File: config.mk
export PLATFORM = sky130hd
export DESIGN_NAME = model_cpu
export DESIGN_NICKNAME = d
export VERILOG_FILES = /design/src/rtl/model_cpu.sv
export SDC_FILE = /design/constraint.sdc
export NUM_CORES = 2
export LEC_CHECK = 0
export BUFFER_PORTS_ARGS = -buffer_cell sky130_fd_sc_hd__buf_4
export CAP_MARGIN = 20
export CORE_MARGIN = 2
export CORE_UTILIZATION = 56
export CTS_CLUSTER_DIAMETER = 120
export DETAILED_ROUTE_END_ITERATION = 16
export MAX_ROUTING_LAYER = met4
export PLACE_DENSITY_LB_ADDON = 0.25
export SETUP_SLACK_MARGIN = 0.5
export SYNTH_ARGS = -nofsm -noshare
export SYNTH_HDL_FRONTEND = slang
export SYNTH_SLANG_ARGS = --single-unit
File: constraint.sdc
create_clock -name clk -period 7.99 [get_ports clk]
set_clock_uncertainty 0.15 [all_clocks]
set_input_delay 0.799 -clock clk [delete_from_list [all_inputs] [get_ports clk]]
set_output_delay 0.799 -clock clk [all_outputs]
set_load 0.005 [all_outputs]
File: src/rtl/model_cpu.sv
// Top-level core of the model computer: 8-bit accumulator CPU, six GP registers, 256x8 edit-loaded ROM.
// Optional feature: define ALU_EXT_EN to turn ALU functions 110/111 into XOR/XNOR (otherwise they yield 0x00).
module model_cpu (
    input  logic       clk,
    input  logic       rst,
    input  logic       rstROM,
    input  logic       NEXT,
    input  logic       RUN,
    input  logic       SPEEDRUN,
    input  logic       edit,
    input  logic [7:0] unit,
    input  logic [7:0] code,
    input  logic       send,
    input  logic [7:0] I,
    output logic [7:0] O,
    output logic       IEnable,
    output logic       OEnable,
    output logic [7:0] reg0_monitor_signal,
    output logic [7:0] reg1_monitor_signal,
    output logic [7:0] reg2_monitor_signal,
    output logic [7:0] reg3_monitor_signal,
    output logic [7:0] reg4_monitor_signal,
    output logic [7:0] reg5_monitor_signal,
    output logic [7:0] counter_monitor_signal,
    output logic [7:0] O_monitor_signal
);

    localparam logic [1:0] OP_IMM  = 2'b00;
    localparam logic [1:0] OP_ALU  = 2'b01;
    localparam logic [1:0] OP_COPY = 2'b10;
    localparam logic [1:0] OP_COND = 2'b11;

    logic [7:0]      rom_q [256];
    logic [5:0][7:0] regs_q, regs_d;
    logic [7:0]      pc_q, pc_d;
    logic [7:0]      o_q, o_d;
    logic            speed_q, speed_d;
    logic            next_q;
    logic            speedrun_q;

    logic [7:0] inst;
    logic [1:0] opcode;
    logic [2:0] src, dst;
    logic       exec;
    logic [7:0] alu_res;
    logic [7:0] src_val;
    logic       cond_true;

    assign inst   = rom_q[pc_q];
    assign opcode = inst[7:6];
    assign src    = inst[5:3];
    assign dst    = inst[2:0];
    assign exec   = !rst && !edit && (RUN || speed_q || (NEXT && !next_q));

    // NOTE: the ROM is cleared only by rstROM, never by rst, so it has no reset branch of its own.
    always_ff @(posedge clk) begin
        if (rstROM) begin
            for (int i = 0; i < 256; i++) rom_q[i] <= 8'h00;
        end else if (edit && send) begin
            rom_q[unit] <= code;
        end
    end

    always_comb begin
        unique case (inst[2:0])
            3'b000:  alu_res = regs_q[1] | regs_q[2];
            3'b001:  alu_res = ~(regs_q[1] & regs_q[2]);
            3'b010:  alu_res = ~(regs_q[1] | regs_q[2]);
            3'b011:  alu_res = regs_q[1] & regs_q[2];
            3'b100:  alu_res = regs_q[1] + regs_q[2];
            3'b101:  alu_res = regs_q[1] - regs_q[2];
`ifdef ALU_EXT_EN
            3'b110:  alu_res = regs_q[1] ^ regs_q[2];
            default: alu_res = ~(regs_q[1] ^ regs_q[2]);
`else
            default: alu_res = 8'h00;
`endif
        endcase
    end

    // Source 6 is the input port, source 7 reads as zero.
    always_comb begin
        unique case (src)
            3'd6:    src_val = I;
            3'd7:    src_val = 8'h00;
            default: src_val = regs_q[src];
        endcase
    end

    always_comb begin
        unique case (inst[2:0])
            3'b000:  cond_true = 1'b0;
            3'b001:  cond_true = (regs_q[3] == 8'h00);
            3'b010:  cond_true = regs_q[3][7];
            3'b011:  cond_true = regs_q[3][7] || (regs_q[3] == 8'h00);
            3'b100:  cond_true = 1'b1;
            3'b101:  cond_true = (regs_q[3] != 8'h00);
            3'b110:  cond_true = !regs_q[3][7];
            default: cond_true = !regs_q[3][7] && (regs_q[3] != 8'h00);
        endcase
    end

    // NOTE: every next-state signal gets its hold value first, so no path through this block infers a latch.
    always_comb begin
        regs_d  = regs_q;
        pc_d    = pc_q;
        o_d     = o_q;
        speed_d = speed_q;
        if (exec) begin
            pc_d = (opcode == OP_COND && cond_true) ? regs_q[0] : pc_q + 8'd1;
            unique case (opcode)
                OP_IMM: regs_d[0] = {2'b00, inst[5:0]};
                OP_ALU: regs_d[3] = alu_res;
                OP_COPY: begin
                    if (dst == 3'd6)     o_d = src_val;
                    else if (dst != 3'd7) regs_d[dst] = src_val;
                end
                default: ;
            endcase
        end
        if (SPEEDRUN && !speedrun_q && !edit) speed_d = 1'b1;
        if (edit || (exec && pc_q == 8'hFF))  speed_d = 1'b0;
    end

    // NOTE: sequential state uses non-blocking assignments so every register samples pre-edge values.
    always_ff @(posedge clk) begin
        if (rst) begin
            regs_q     <= '0;
            pc_q       <= 8'h00;
            o_q        <= 8'h00;
            speed_q    <= 1'b0;
            next_q     <= 1'b0;
            speedrun_q <= 1'b0;
        end else begin
            regs_q     <= regs_d;
            pc_q       <= pc_d;
            o_q        <= o_d;
            speed_q    <= speed_d;
            next_q     <= NEXT;
            speedrun_q <= SPEEDRUN;
        end
    end

    assign IEnable                = exec && (opcode == OP_COPY) && (src == 3'd6);
    assign OEnable                = exec && (opcode == OP_COPY) && (dst == 3'd6);
    assign O                      = o_q;
    assign O_monitor_signal       = o_q;
    assign counter_monitor_signal = pc_q;
    assign reg0_monitor_signal    = regs_q[0];
    assign reg1_monitor_signal    = regs_q[1];
    assign reg2_monitor_signal    = regs_q[2];
    assign reg3_monitor_signal    = regs_q[3];
    assign reg4_monitor_signal    = regs_q[4];
    assign reg5_monitor_signal    = regs_q[5];

endmodule

Word level (Yosys, flattened, before mapping)

Memory sizes are Yosys's and may differ from the RTL's. A register that Yosys moved wholly into a read port is not among the register bits.
Index checks and enable logic that the tools add are counted.

$add $sub $neg: 3
$mul: 0
Divide/modulo/power cells: 0
$lt $le $gt $ge: 3
Equality and inequality tests: 15
Shift operators: 0
Mux-type cells: 23
Bitwise operators: 5
Reduce and logical (&&, ||, !) cells: 34

Operators by type and width:

| operator                                                                     | number |
|---|---|
| 32-bit 2-to-1 mux                                                            | 2 |
| 8-bit 2-to-1 mux                                                             | 7 |
| 48-bit bitwise mux                                                           | 1 |
| 8-bit one-hot mux with 2 select lines                                        | 3 |
| 8-bit one-hot mux with 6 select lines                                        | 1 |
| 8-bit binary-select mux with 3-bit select                                    | 1 |
| 8-bit demux with 3-bit select                                                | 1 |
| 8-bit inverter                                                               | 2 |
| 3-bit equality test, second input constant                                   | 5 |
| 1-bit logical AND                                                            | 13 |
| 4-bit AND reduction                                                          | 3 |
| 8-bit by 1-bit adder with 8-bit output, second input constant                | 1 |
| 8-bit adder                                                                  | 1 |
| 8-bit bitwise AND                                                            | 1 |
| 8-bit equality test, second input constant                                   | 1 |
| 8-bit zero test                                                              | 1 |
| 3-bit by 4-bit less-than comparator with 1-bit output, second input constant | 2 |
| 8-bit bitwise OR                                                             | 1 |
| 8-bit nonzero test                                                           | 1 |
| 8-bit OR reduction                                                           | 1 |
| 8-bit subtractor                                                             | 1 |
| 1-bit one-hot mux with 7 select lines                                        | 1 |
| 3-bit by 2-bit equality test with 1-bit output, second input constant        | 2 |
| 1-bit 2-to-1 mux                                                             | 6 |
| 14 further kinds                                                             | 24 |

Register bits after elaboration: 67
Latch bits: 0
RAM bits: 2048
Bits in read-only memories: 0
Bits of input ports: 32
Output and inout port bits: 74
Word-level logic and storage cells: 95
Memories kept: 1

Memories:

| memory | depth | width | rd ports | clocked after Yosys merged registers in | write ports | RTL line | RTL |
|---|---|---|---|---|---|---|---|
| rom_q  | 256   | 8     | 1        | 1                                       | 256         | 33       | `logic [7:0] rom_q [256];` |

Longest topological paths before layout

Depth in word-level cells: 8
Gate-level depth with buffers: 30
Mapped depth without buffers: 21

Worst setup path after synthesis

No wires, ideal clock.

Path type: reg-to-reg
Start: register (tool-made name)
End: register regs_q (netlist bit reg3_monitor_signal[7])
Setup time: 0.083 ns
Data arrival time: 5.380 ns
Required time: 7.757 ns
Slack: 2.377 ns
Stages on the path, launching flop included: 31
Path buffers: 10
Period minus slack after synthesis: 5.613 ns
Cells stage by stage: dfxtp_1 > buf_6 > buf_12 > buf_12 > buf_12 > buf_12 > buf_12 > buf_8 > buf_8 > buf_6 > nor4_2 > a22oi_1 > o211ai_1 > nor4_2 > a211oi_4 > nand2_4 > buf_6 > nor2_1 > mux2_2 > inv_1 > ha_1 > nor2b_1 > o21ai_0 > a21boi_0 > o21ai_0 > a21boi_0 > o21ai_0 > a21oi_1 > or4_1 > a31o_1 > o221ai_1

RTL lines:

| item                 | RTL line | RTL |
|---|---|---|
| to (signal assigned) | 135      | `regs_q <= regs_d;` |
| to (decl)            | 34       | `logic [5:0][7:0] regs_q, regs_d;` |

==> results.py <==
metrics = {
    "outcome": {
        "status": "complete, no violations",
    },
    "setup_path": {
        "cp.depth": 9,
        "crit_buf_inv": 2,
        "r2r_setup_slack_ns": 0.93,
        "critPathKind": "reg -> out",
        "crit_path_end": "IEnable",
        "crit_fanout": 39,
        "crit_chain": "buf_4, nor2b_1, a22oi_1, a21oi_1, a211oi_1, a32oi_1, o21ai_2, nor4_1, buf_4",
        "reg2reg_depth": 22,
        "crit_path_end_kind": "primary output",
        "cp.arrival_ns": 6.52,
        "critPathMostFrequentCell": "buf_4",
        "slowest_stage": "dfxtp_4",
        "timing.rr.end": "reg3_monitor_signal[7]",
        "critPathTopFamily": "compound AO/OA/AOI/OAI gates",
        "cp_slowest_stage_delay_ns": 1.01,
        "required_ns": 7.04,
        "cp-start-kind": "register",
    },
    "clock_network": {
        "cts_buffers": 209,
        "clock_sinks": 2123,
        "cts_tree": "built",
        "clk_pin_slew_worst_paths_ns": 0.06,
        "cts-root-buf": "clkbuf_16",
        "htree_levels": 4,
        "clock_latency_ns": 0.90,
        "clock_path_buffers": 3,
    },
    "sta": {
        "worst_slew_pin_slew_ns": 1.287,
        "max-slew-margin-rel_pct": 14.19,
        "fin_hold_ws_ns": 0.1253,
        "setup_tns_ns": 0,
        "setup_ws_ns": 0.5181,
        "period_needed_ns": 7.472,
        "drv_slew": 0,
        "rsz0062_at_grt": "no",
        "period_share_pct": 93.52,
        "setup_viol": 0,
        "fmax_ghz": 0.1338,
        "timing.final.hold_violations": 0,
    },
    "logic_synthesis": {
        "synth_cells": 7118,
        "yosysSeqAreaShare_pct": 62.09,
        "synth_edf_count": 2048,
        "synth.avg_cell_area_um2": 14.25,
        "synth_cell_types": 110,
        "yosys_most_used_dff": "edfxtp_1",
        "ys_warn_count": 0,
        "synth-seq-cells": 2123,
        "synth_nets": 7162,
        "syn_area_um2": 101500,
        "synthArstFlopShare_pct": 0,
    },
    "final_layout": {
        "multi_input_area_um2": 34190,
        "nNetsFinal": 6718,
        "area_growth_pct": 7.969,
        "utilization_pct": 60.74,
        "fill_cells": 13194,
        "design_area_um2": 109500,
        "seq_area_um2": 63020,
        "layout.cells.non_filler": 9239,
        "drive_above_1_share_pct": 16.59,
    },
    "die": {
        "boundaryPins": 106,
        "die_h_um": 429.7,
        "initial_utilization_pct": 56.26,
        "fp.dieW_um": 429.7,
        "fp-row-count": 156,
        "core_region_area_um2": 180400,
        "die_area_um2": 184600,
    },
    "global_route": {
        "grt_max_degree": 135,
        "grt_overflow_total": 0,
        "grt_pass1_wl_mm": 455.8,
        "grt_pass1_vias": 62693,
        "track_usage_pct": 34.88,
        "antenna_found_initial": 18,
    },
    "routing": {
        "wl_met3_mm": 41.62,
        "wl_met1_mm": 118.8,
        "drc": 0,
        "num_vias": 66436,
        "first_iter_violations": 11975,
        "dr.pass1.iters": 8,
        "wl_met2_mm": 142.6,
        "drt.antenna.violating_nets": 0,
        "postRouteWirelength_mm": 317.1,
        "maxUsedRoutingLayer": "met4",
        "wl_per_cell_um": 34.33,
        "vias_per_cell": 7.191,
    },
    "power_and_ir_drop": {
        "p_sw_mw": 7.910,
        "p_int_mw": 19.81,
        "share_comb_of_total_power_pct": 17.9,
        "pwr-share-seq_pct": 47.1,
        "switching_share_pct": 28.53,
        "peakVddDrop_mv": 0.2576,
        "power.leakage_nw": 43.94,
        "pwr-share-clk_pct": 35.0,
        "p_total_mw": 27.72,
        "p_per_area_nw_per_um2": 253.1,
    },
    "min_path": {
        "hp-start": "edit",
        "hold-path-cell-count": 4,
        "hp-class": "in -> reg",
    },
    "job": {
        "max-cap-violations": 0,
    },
    "placement": {
        "place_inst": 8829,
        "gp_congestion": 0.9623,
        "place.port_buffers": 105,
        "place_hpwl_mm": 191.9,
        "placed_area_um2": 102800,
        "dp_slack_ns": 1.247,
    },
}
synth_stat cells, types with 19 or more instances:
| cell | n | area, µm² |
|---|---|---|
| a21oi_1 | 95 | 475.5 |
| nand2b_1 | 24 | 150.1 |
| mux2i_1 | 159 | 1592 |
| edfxtp_1 | 2048 | 61500 |
| a211oi_1 | 33 | 247.7 |
| inv_1 | 26 | 97.59 |
| buf_4 | 61 | 457.9 |
| clkbuf_1 | 772 | 2898 |
| buf_2 | 47 | 235.2 |
| mux4_1 | 50 | 1314 |
| a21o_1 | 245 | 1839 |
| and3_1 | 1944 | 12160 |
| dfxtp_1 | 75 | 1501 |
| nor2b_1 | 32 | 200.2 |
| nor2_1 | 119 | 446.7 |
| or2_2 | 20 | 125.1 |
| nand3_1 | 80 | 400.4 |
| and2_1 | 128 | 800.8 |
| nor3_1 | 35 | 175.2 |
| mux2_2 | 19 | 214.0 |
| a22oi_1 | 105 | 788.3 |
| mux4_2 | 419 | 9437 |
| buf_6 | 33 | 371.6 |
| o21ai_0 | 53 | 265.3 |
| o22ai_1 | 22 | 137.6 |
| nand2_1 | 147 | 551.8 |
layout make-up:
type | count | share of cell area [%]
Antenna cell | 16 | 0.03655
Sequential cell | 2123 | 57.53
Clock buffer | 270 | 5.069
Timing Repair Buffer | 294 | 2.363
Clock inverter | 120 | 0.9857
Inverter | 28 | 0.09594
Multi-Input combinational cell | 4018 | 31.21
Tap cell | 2370 | 2.707
worst min-delay path by stage:
stage,end
finish,speed_q
global route,speed_q
CTS,speed_q
detailed placement,reg5_monitor_signal[7]
global placement,reg4_monitor_signal[7]
floorplan,reg5_monitor_signal[1]
worst min-delay path: cells and delay by family:
| family | cells | cell delay [ns] |
|---|---|---|
| compound gates | 2 | 0.16 |
| buf+inv | 1 | 0.09 |
| simple gates | 1 | 0.06 |
state kept, by name, summed over array words and instances (netlist names), named ones only:
signal	count
reg5_monitor_signal	8
reg3_monitor_signal	8
reg4_monitor_signal	8
reg1_monitor_signal	8
speedrun_q	1
speed_q	1
counter_monitor_signal	8
reg0_monitor_signal	8
next_q	1
rom_q	2048
reg2_monitor_signal	8
O	8
routing by layer:
layer	global-route usage, %	vias up
met5	-	-
met4	13.99	0
met3	8.267	761
met2	50.01	4988
met1	48.44	33760
li1	-	26927
placed cells by master (no fill, tap or decap), drive strengths merged, types with 9 or more instances in the layout:
cell    synthesis  layout
o21ai          61      61
a221oi         15      15
a21o          245     245
ha             11      11
dfxtp          75      75
diode           0      16
mux2i         159     159
or2            21      21
and3         1945    1945
mux2           19      19
and2          129     129
nand3          82      82
mux4          469     469
a31oi          12      12
clkbuf        773     270
nand2b         25      25
xnor2          13      13
a22oi         105     105
edfxtp       2048    2048
nor2b          32      32
a211oi         36      36
nor4           23      23
buf           175     292
clkinv          1      95
nand2         150     150
o221ai         10      10
o22ai          25      25
nand4          13      13
or3            12      12
bufinv          0      10
a22o           12      12
nor3           38      38
a21oi          97      97
a32oi           9       9
inv            27      35
o211ai         10      10
nor4b          10      10
nor2          119     119
power groups by stage:
stage	Sequential [mW]	Clock [mW]	Combinational, mW
final	13.0	9.71	4.96
after global routing	13.1	10.1	5.09
after CTS	13.0	9.69	4.80
after detailed placement	13.3	0	4.78
after global placement	13.2	0	4.75
after floorplan	13.1	0	3.33
cell families (layout without fill, tap and decap cells):
| family | Yosys count | after routing | share of synthesized area, % |
|---|---|---|---|
| and+or+nand+nor | 2638 | 2638 | 15.78 |
| xor gates and xnor gates | 14 | 14 | 0.1209 |
| other | 0 | 16 | 0 |
| DFF | 2123 | 2123 | 62.09 |
| buffers and inverters | 977 | 712 | 4.459 |
| adders and majority gates | 12 | 12 | 0.1554 |
| AOI/OAI and AO/OA | 707 | 707 | 5.017 |
| muxes | 647 | 647 | 12.37 |
what timing repair did:
action,4_1_cts,5_1_grt
resized for setup,0,1
hold buffers,2,0
buffers inserted,0,1
setup endpoints to repair,0,1
hold endpoints to repair,2,0
(Power assumes the default switching activity.)
